$ cat config.mk
export PLATFORM = sky130hd
export DESIGN_NAME = mult_shift_add_32
export DESIGN_NICKNAME = d
export VERILOG_FILES = /design/src/rtl/mult_shift_add_32.sv
export SDC_FILE = /design/constraint.sdc
export NUM_CORES = 1
export LEC_CHECK = 0
export ABC_AREA = 1
export CAP_MARGIN = 20
export CORE_AREA = 2 2 106 184
export DETAILED_ROUTE_END_ITERATION = 8
export DIE_AREA = 0 0 108 186
export PLACE_DENSITY = 0.68
export SLEW_MARGIN = 20
export SYNTH_ARGS = -nofsm -noshare
export SYNTH_HDL_FRONTEND = slang
export SYNTH_SLANG_ARGS = --single-unit
$ cat constraint.sdc
create_clock -name clk -period 2.4 [get_ports clk]
set_input_delay 0.48 -clock clk [delete_from_list [all_inputs] [get_ports clk]]
set_output_delay 0.48 -clock clk [all_outputs]
set_load 0.01 [all_outputs]
$ cat src/rtl/mult_shift_add_32.sv
// Sequential unsigned 32x32->64 shift-and-add multiplier.
// A single 32-bit adder is reused for all 32 iterations, one per clock.

module adder_32 (
  input  logic [31:0] a,
  input  logic [31:0] b,
  input  logic        cin,
  output logic [31:0] sum,
  output logic        cout
);

  logic [32:0] full_sum;

  // Plain ripple/carry add; the carry-out is kept as the 33rd bit.
  always_comb begin
    full_sum = {1'b0, a} + {1'b0, b} + {32'b0, cin};
  end

  assign sum  = full_sum[31:0];
  assign cout = full_sum[32];

endmodule

// state | meaning
// IDLE  | waiting for start, product holds last result
// RUN   | one add/shift iteration per cycle, 32 in total
// DONE  | one-cycle result-valid pulse, start may be accepted here

module mult_shift_add_32 #(
  parameter int WIDTH = 32  // the shared adder is fixed at 32 bits
) (
  input  logic               clk,
  input  logic               rst,
  input  logic               start,
  input  logic [WIDTH-1:0]   a,
  input  logic [WIDTH-1:0]   b,
  output logic               busy,
  output logic               done,
  output logic [2*WIDTH-1:0] product
);

  typedef enum logic [1:0] {
    S_IDLE = 2'd0,
    S_RUN  = 2'd1,
    S_DONE = 2'd2
  } state_t;

  state_t      state_q, state_d;
  logic [31:0] mcand_q, mcand_d;
  logic [31:0] hi_q, hi_d;
  logic [31:0] lo_q, lo_d;
  logic [5:0]  count_q, count_d;

  logic [31:0] add_a;
  logic [31:0] add_b;
  logic [31:0] add_sum;
  logic        add_cout;

  // The multiplier bit currently at lo[0] selects whether mcand is added.
  always_comb begin
    add_a = hi_q;
    add_b = lo_q[0] ? mcand_q : 32'h0;
  end

  adder_32 u_adder (
    .a    (add_a),
    .b    (add_b),
    .cin  (1'b0),
    .sum  (add_sum),
    .cout (add_cout)
  );

  // State and datapath registers; rst clears everything, aborting any run.
  always_ff @(posedge clk) begin
    if (rst) begin
      state_q <= S_IDLE;
      mcand_q <= 32'h0;
      hi_q    <= 32'h0;
      lo_q    <= 32'h0;
      count_q <= 6'd0;
    end else begin
      state_q <= state_d;
      mcand_q <= mcand_d;
      hi_q    <= hi_d;
      lo_q    <= lo_d;
      count_q <= count_d;
    end
  end

  // Next-state and datapath update.
  always_comb begin
    state_d = state_q;
    mcand_d = mcand_q;
    hi_d    = hi_q;
    lo_d    = lo_q;
    count_d = count_q;
    case (state_q)
      S_IDLE, S_DONE: begin
        if (start) begin
          state_d = S_RUN;
          mcand_d = a;
          hi_d    = 32'h0;
          lo_d    = b;
          count_d = 6'd0;
        end else begin
          state_d = S_IDLE;
        end
      end
      S_RUN: begin
        // Shift the 65-bit {cout,sum,lo} right by one; cout lands in hi[31].
        {hi_d, lo_d} = {add_cout, add_sum, lo_q[31:1]};
        if (count_q == 6'd31) begin
          state_d = S_DONE;
        end else begin
          count_d = count_q + 6'd1;
        end
      end
      default: begin
        state_d = S_IDLE;
      end
    endcase
  end

  // Status and result outputs come straight from registers.
  always_comb begin
    busy    = (state_q == S_RUN);
    done    = (state_q == S_DONE);
    product = {hi_q, lo_q};
  end

endmodule
After elaboration in Yosys (flattened, before gate mapping)
Cells that the tools add are included.
{"block": "totals", "ff_bits": 104, "inputBits": 67, "output_inout_bits": 66, "word_cells": 30}
{"block": "classes", "n_addsub": 2, "n_eq_ne": 6, "mux": 11, "n_reduce_logical": 6}
{"op": "32-bit one-hot mux with 2 select lines", "n": 2}
{"op": "32-bit 2-to-1 mux", "n": 3}
{"op": "32-bit by 32-bit adder with 33-bit output", "n": 1}
{"op": "6-bit 2-to-1 mux", "n": 2}
{"op": "6-bit one-hot mux with 2 select lines", "n": 1}
{"op": "6-bit by 1-bit adder with 6-bit output, second input constant", "n": 1}
{"op": "6-bit by 5-bit == test with 1-bit output, second input constant", "n": 1}
{"op": "2-bit != test, second input constant", "n": 2}
{"op": "2-bit one-hot mux with 2 select lines", "n": 1}
{"op": "2-bit AND reduction", "n": 2}
{"op": "3-bit AND reduction", "n": 1}
{"op": "2-bit by 1-bit == test with 1-bit output, second input constant", "n": 1}
{"op": "2-bit == test, second input constant", "n": 1}
{"op": "2-bit zero test", "n": 1}
{"op": "2-bit 2-to-1 mux", "n": 1}
{"op": "2-bit by 1-bit != test with 1-bit output, second input constant", "n": 1}
{"op": "2-bit nonzero test", "n": 1}
{"op": "2-bit OR reduction", "n": 1}
{"op": "1-bit 2-to-1 mux", "n": 1}

Depth between registers and ports, before layout
Gate-level depths: netlist (run 1).
{"block": "depth", "ltp_word": 4, "mapped_depth": 17}

Hierarchy
A second synthesis (run 1) with hierarchy kept.
{"block": "hier_totals", "hier_cells": 1094, "hier_area_um2": 6697.7}
{"mod": "mult_shift_add_32", "instances": 1, "cells_each": 589, "area_each_um2": 4304.1, "seq_area_each_um2": 2082.0}
{"mod": "adder_32", "instances": 1, "cells_each": 505, "area_each_um2": 2393.5, "seq_area_each_um2": 0.0}

Worst setup path after synthesis (run 1)
No wires, ideal clock.
{"block": "synth_timing", "kind": "reg2reg", "startpoint": "register lo_q[0]", "endpoint": "register hi_q[15] (netlist: add_a[15])", "setup_time_ps": 132, "arrival_time_ps": 2303, "t_required_ps": 2268, "slack_ps": -35, "stages_incl_launch_ff": 18, "n_path_buf": 2, "synth_period_minus_slack_ps": 2435, "path_cell_list": "dfxtp_1 clkbuf_1 clkbuf_1 nand2_1 inv_1 ha_1 inv_1 fa_1 inv_1 nand3_1 nand3_1 nand2_1 nand2_1 inv_1 o21ai_0 nand2_1 nand3_1 a21oi_1"}
{"block": "synth_via", "elab_chain_cells": 3}
{"element": "from (decl)", "line_no": "51", "source": "logic [31:0] lo_q, lo_d;"}
{"element": "from (signal assigned)", "line_no": "85", "source": "lo_q <= lo_d;"}
{"element": "32-bit 2-to-1 mux", "line_no": "62", "source": "add_b = lo_q[0] ? mcand_q : 32'h0;"}
{"element": "32-bit by 32-bit adder with 33-bit output", "line_no": "16", "source": "full_sum = {1'b0, a} + {1'b0, b} + {32'b0, cin};"}
{"element": "32-bit one-hot mux with 2 select lines", "line_no": "97", "source": "case (state_q)"}
{"element": "to (signal assigned)", "line_no": "84", "source": "hi_q <= hi_d;"}
{"element": "to (decl)", "line_no": "50", "source": "logic [31:0] hi_q, hi_d;"}
Every way passes these cells.
A chain may end at the register's enable or synchronous reset.

Final worst setup path (run 1)
{"block": "layout_timing", "startpoint": "register lo_q[0]", "endpoint": "register hi_q[24] (netlist: add_a[24])"}
Same word-level chain as after synthesis.

==> results of run 1 <==
## power groups by stage
stage | sequential (µW) | clock, µW | combinational (µW)
6_report | 1880 | 1560 | 633
5_1_grt | 1890 | 1660 | 698
4_1_cts | 1880 | 1600 | 641
3_5_place_dp | 1920 | 0 | 639
3_3_place_gp | 1920 | 0 | 634
2_1_floorplan | 1920 | 0 | 302
## flip-flops by register name, indices dropped and copies added, names as in the netlist
| register | cells |
|---|---|
| mcand_q | 32 |
| lo_q | 32 |
| state_q | 2 |
| add_a | 32 |
| count_q | 6 |
## final cells by class
class / instances / area (µm²) / share of cell area
Clock buffer: 10 / 239.0 / 0.02806
Clock inverter: 6 / 67.56 / 0.007934
Inverter: 166 / 623.1 / 0.07317
Multi-Input combinational cell: 769 / 3704 / 0.4349
Sequential cell: 104 / 2083 / 0.2446
Tap cell: 238 / 297.8 / 0.03497
Timing Repair Buffer: 150 / 1501 / 0.1763
## metal layers
metal / vias up / GRT usage / wire, µm
met1: 3086 / 0.2027 / 7325
li1: 3593 / - / -
met4: 0 / 0.1344 / 1160
met2: 182 / 0.3940 / 10930
met3: 51 / 0.03606 / 1017
met5: - / 0 / 0
## metrics by stage
stage               hold slack [ps]    util  power, µW  std cells  setup slack, ps
detailed placement            471.3  0.4415       2558       1427            139.9
finish                        402.9  0.4583       4072       1443            132.9
global placement              463.3  0.4415       2553       1427            164.6
CTS                           400.3  0.4580       4116       1443            115.8
global route                  425.4  0.4583       4252       1443            1.474
floorplan                     453.3       -       2226       1076            58.86
## critical path: cells and delay by family, from the launching register on
family,cells,cell delay (ps)
buffers and inverters,2,190
flip-flops,1,340
AND/OR/NAND/NOR,9,1140
AO/OA/AOI/OAI,1,60
adder cells (fa/ha/maj),1,400
## worst max path at each step
stage / from / end / slack (ps)
after floorplan: lo_q[0]$_SDFFE_PP0P_ / add_a[15]$_SDFFE_PP0P_ / 60
after global placement: lo_q[0]$_SDFFE_PP0P_ / add_a[11]$_SDFFE_PP0P_ / 160
after detailed placement: lo_q[0]$_SDFFE_PP0P_ / add_a[24]$_SDFFE_PP0P_ / 140
after CTS: lo_q[0]$_SDFFE_PP0P_ / add_a[24]$_SDFFE_PP0P_ / 120
after global routing: lo_q[0]$_SDFFE_PP0P_ / add_a[30]$_SDFFE_PP0P_ / 1
final: lo_q[0]$_SDFFE_PP0P_ / add_a[24]$_SDFFE_PP0P_ / 130
## logic make-up (layout without fill, tap and decap cells)
family	Yosys count	count (layout)	synth area share
simple gates	582	582	0.3674
compound gates	152	152	0.1282
flops	104	104	0.3174
buf+inv	203	332	0.1196
xor+xnor	1	1	0.001336
fa+ha+maj	34	34	0.06601
## cell usage in the layout, fill, tap and decap left out, types with 3 or more instances in the layout
| cell type | n |
|---|---|
| buf_4 | 14 |
| a21oi_1 | 59 |
| a31oi_1 | 33 |
| o21bai_1 | 3 |
| a21oi_2 | 7 |
| inv_1 | 161 |
| o21ai_0 | 46 |
| nor2_2 | 4 |
| nand2_2 | 9 |
| or2_2 | 3 |
| buf_12 | 4 |
| nand3_2 | 13 |
| clkdlybuf4s50_1 | 131 |
| dfxtp_1 | 103 |
| nand3b_1 | 4 |
| ha_1 | 33 |
| nor2_1 | 111 |
| clkbuf_16 | 9 |
| nand3_1 | 40 |
| inv_2 | 5 |
| nand2_1 | 386 |
| nand4_1 | 4 |
==> results.ini, run 1 <==
[status]
status=complete, no violations

[yosys]
synth_area_per_cell_um2=6.096
synth_common_cells=nand2_1 (386), inv_1 (162), nor2_1 (112)
synth_most_common_cell=nand2_1
ys_seq_area_frac=0.3174
synth_enable_flop_cells=0
netlist_area_mm2=0.006559
async_flop_share=0
syn_inst=1076
synth_ff_type=dfxtp_1
yosys_warnings=0
synth_top_area_frac=0.3174
ys_types=33
synthTopCellsByArea=dfxtp_1 (32%), nand2_1 (22%), inv_1 (9.3%), nor2_1 (6.4%), ha_1 (6.3%)
ys_seq_elements=104
syn_nets=1177
yosys.area.top_type=dfxtp_1

[power_and_ir_drop]
switching_share=0.2728
p_leak_uw=0.004124
combPwrFrac=0.156
pwr-share-clk=0.383
vdd_drop_max_mv=0.2655
internal-power_uw=2961
p_seq_frac=0.462
p_per_area_mw_per_mm2=478.2
p_sw_uw=1111

[sta]
setup_viol=0
layout_min_cycle_time_ps=2267
tightest_slew_ps=468.6
rsz0062_at_grt=no
fmax_ghz=0.4411
relSlewSlack=0.6869
fin_setup_tns_ps=0
slew_viol_final=0
post-route-period-util=0.9446
fin_skew_ps=6.989
hold_viol_final=0

[setup_path]
reg2reg_to=add_a[24]$_SDFFE_PP0P_
worst-setup-path-type=reg2reg
crit_top_cell=nand2_1
rr_worst_depth=13
critPathRequiredTime_ps=2640
start_kind=flop
crit_slowest_cell=ha_1
cp-end-kind=flop
r2r_slack_ps=130
r2r_start=lo_q[0]$_SDFFE_PP0P_
path_max_fanout=19
cpPeakStageDelay_ps=400
crit_chain=buf_12 > nand2_1 > inv_1 > ha_1 > nand2_1 > nor2_1 > nand2_1 > nor2_1 > nand2_1 > nand3_1 > nand2_1 > nand3_1 > a21oi_1
worstPathArrival_ps=2510

[clock_tree]
cts_root_buf=clkbuf_16
hold_buffers=0
cts_resized=0
cts-htree-levels=3
cts.reportedPaths.clkPinSlew_ps=70
clock_latency_ps=360
cts_tree=built
clockBufferDepth=2
cts.sinks=104
cts_setup_buffers=0
cts_buffers=9

[routing]
first_pass_iters=4
first_iter_violations=236
viasPerCell=4.790
drt_wl_total_mm=20.43
via_count=6912
drtAntennaViolNets=0
remaining_drc_errors=0
avgRoutedWirePerCell_um=14.16

[final_layout]
antenna_cells=0
nets=1301
fillers=1942
drive_above_1_share=0.06722
area_growth_pct=29.84
finalInstanceArea_mm2=0.008516

[grt]
grt_max_degree=58
grt_overflow=0
grt_pass1_vias=6876
antenna_found_initial=0
grt_pass1_wl_mm=32.57
track_usage=0.2081

[worst_hold_path]
hold_depth=2
hold_path.class=in2reg
min_to=add_a[1]$_SDFFE_PP0P_
min_from=rst

[floorplan]
io_pins=133
initial_core_util=0.3530
rows=66
die_h_um=186
die_w_um=108
die-area_mm2=0.02009
core_mm2=0.01858

[place]
dp.final_hpwl_mm=15.80
dpl_cell_area_mm2=0.008204
gp_congestion=0.9890
io_buffers=132

[job]
drv_cap=0

No activity file was read; power rests on OpenSTA's default activity.
==> run 2: changes to the inputs <==
--- a/config.mk
+++ b/config.mk
@@ -10,7 +10,6 @@
 export CORE_AREA = 2 2 106 184
 export DETAILED_ROUTE_END_ITERATION = 8
 export DIE_AREA = 0 0 108 186
-export PLACE_DENSITY = 0.68
 export SLEW_MARGIN = 20
 export SYNTH_ARGS = -nofsm -noshare
 export SYNTH_HDL_FRONTEND = slang
==> run 2 against run 1 <==
Worst setup slack improved by 2.8 ps. Global-route usage increased by 0.43 points. Largest power group unchanged. Sequential power about the same. Highest routed layer unchanged.
==> results.ini, run 2 (synthesized netlist as in run 1, its figures left out) <==
[sta]
post-route-period-util=0.9434  ; -0.001179
fmax_ghz=0.4417  ; +0.13%
hold_slack_ps=483.9  ; +80.91 ps
fin_setup_tns_ps=0  ; unchanged
hold_viol_final=0  ; unchanged
rsz0062_at_grt=no
relSlewSlack=0.6743  ; -0.01251
slew_viol_final=0  ; unchanged
fin_skew_ps=15.23  ; +8.239 ps
setup_viol=0  ; unchanged
layout_min_cycle_time_ps=2264  ; -2.830 ps
tightest_slew_ps=488.5  ; +19.90 ps
setup_ws_ps=135.8  ; +2.830 ps

[final_layout]
drive_above_1_share=0.07566  ; +0.008438
finalInstanceArea_mm2=0.008600  ; +0.98%
final_common_cell=nand2_1
instances_no_fill=1454  ; +0.76%
antenna_cells=0  ; unchanged
nets=1312  ; +0.85%
area_growth_pct=31.11
most-common-layout-cells=nand2_1 (386), inv_1 (161), clkdlybuf4s50_1 (131), nor2_1 (111), dfxtp_1 (103)

[grt]
antenna_found_initial=0  ; unchanged
grt_pass1_wl_mm=33.02  ; +1.4%
grt_max_degree=44  ; -24%
track_usage=0.2124  ; +0.004317
grt_overflow=0  ; unchanged
grt_pass1_vias=6891  ; +0.22%

[clock_tree]
cts-htree-levels=3  ; unchanged
cts.sinks=104  ; unchanged
clockBufferDepth=2  ; unchanged
cts.reportedPaths.clkPinSlew_ps=80  ; about the same
cts_setup_buffers=0  ; unchanged
cts_root_buf=clkbuf_16
cts_resized=0  ; unchanged
cts_buffers=9  ; unchanged
hold_buffers=0  ; unchanged
cts_tree=built
clock_latency_ps=360  ; about the same

[floorplan]
io_pins=133  ; unchanged
core_mm2=0.01858  ; unchanged
die-area_mm2=0.02009  ; unchanged
die_h_um=186  ; unchanged
initial_core_util=0.3530  ; unchanged
die_w_um=108  ; unchanged
rows=66  ; unchanged

[routing]
via_count=6919  ; +0.10%
first_iter_violations=200  ; -15%
drt_wl_total_mm=20.93  ; +2.4%
first_pass_iters=4  ; unchanged
viasPerCell=4.759  ; -0.66%
avgRoutedWirePerCell_um=14.40  ; +1.7%
remaining_drc_errors=0  ; unchanged
drtAntennaViolNets=0  ; unchanged

[setup_path]
worst-setup-path-type=reg2reg
critPathRequiredTime_ps=2630  ; about the same
start_kind=flop
cp-end-kind=flop
path_max_fanout=18  ; -1
worstPathArrival_ps=2500  ; about the same

[place]
dp_cells=1438  ; +0.77%
dpl_cell_area_mm2=0.008299  ; +1.2%
gp_congestion=0.9699  ; -1.9%
pre_cts_slack_ps=110.1  ; -29.77 ps
io_buffers=132  ; unchanged
dp.final_hpwl_mm=16.20  ; +2.5%

[power_and_ir_drop]
p_leak_uw=0.004179  ; +1.3%
p_sw_uw=1160  ; +4.4%
switching_share=0.2888  ; +0.01601
pwr-share-clk=0.372  ; -0.011
combPwrFrac=0.160  ; +0.004
p_per_area_mw_per_mm2=467.0  ; -2.3%
p_seq_frac=0.468  ; +0.006
vdd_drop_max_mv=0.3055  ; +15%
internal-power_uw=2857  ; -3.5%

[status]
status=complete, no violations

[worst_hold_path]
hold_path.class=reg2reg

[job]
drv_cap=0  ; unchanged

[run 2: power by group through the flow]
stage / clock network (µW) / logic (µW) / registers [µW]
2_1_floorplan: 0 / 302 / 1920
3_3_place_gp: 0 / 649 / 1920
3_5_place_dp: 0 / 652 / 1920
4_1_cts: 1520 / 654 / 1880
5_1_grt: 1590 / 711 / 1900
6_report: 1490 / 643 / 1880
[run 2: cell type report]
class,count,area (µm²)
clock buffers,10,229.0
clock inverters,6,61.31
fillers,1951,9981
inverters,166,623.1
multi-input cells,769,3709
flip-flops and latches,104,2083
well taps,238,297.8
repair buffers,161,1597
[run 2: worst max-delay path, cell delays in order (launching register included)]
cell and delay, ps:
dfxtp_2 360, buf_12 160, nand2_1 70, inv_1 40, ha_1 420, nand2_1 160, nor2_1 220, buf_4 150
nand2_1 60, nor2_1 110, nand2_1 110, nand2_1 80, nand2_1 60, nand3_2 70, a21oi_2 50
[run 2: path summary, 6_finish.rpt]
| kind | end | slack, ps | cells past startpoint | start |
|---|---|---|---|---|
| hold / removal | count_q[3]$_SDFFE_PP0P_ | 480 | 2 | count_q[3]$_SDFFE_PP0P_ |
| setup / recovery | add_a[28]$_SDFFE_PP0P_ | 140 | 14 | lo_q[0]$_SDFFE_PP0P_ |
| setup reg to reg | add_a[28]$_SDFFE_PP0P_ | 140 | 14 | lo_q[0]$_SDFFE_PP0P_ |
| hold reg to reg | count_q[3]$_SDFFE_PP0P_ | 480 | 2 | count_q[3]$_SDFFE_PP0P_ |
[run 2: layer usage]
layer	vias up	track usage	share of wire
met5	-	0	0
met4	0	0.1128	0.049
met1	3078	0.2128	0.38
met2	170	0.4058	0.53
met3	51	0.03887	0.044
li1	3620	-	-
[run 2: stage by stage]
step	total power, µW	util
after floorplan	2226	-
after global placement	2570	0.4467
after detailed placement	2572	0.4467
after CTS	4060	0.4623
after global routing	4194	0.4628
final	4016	0.4628
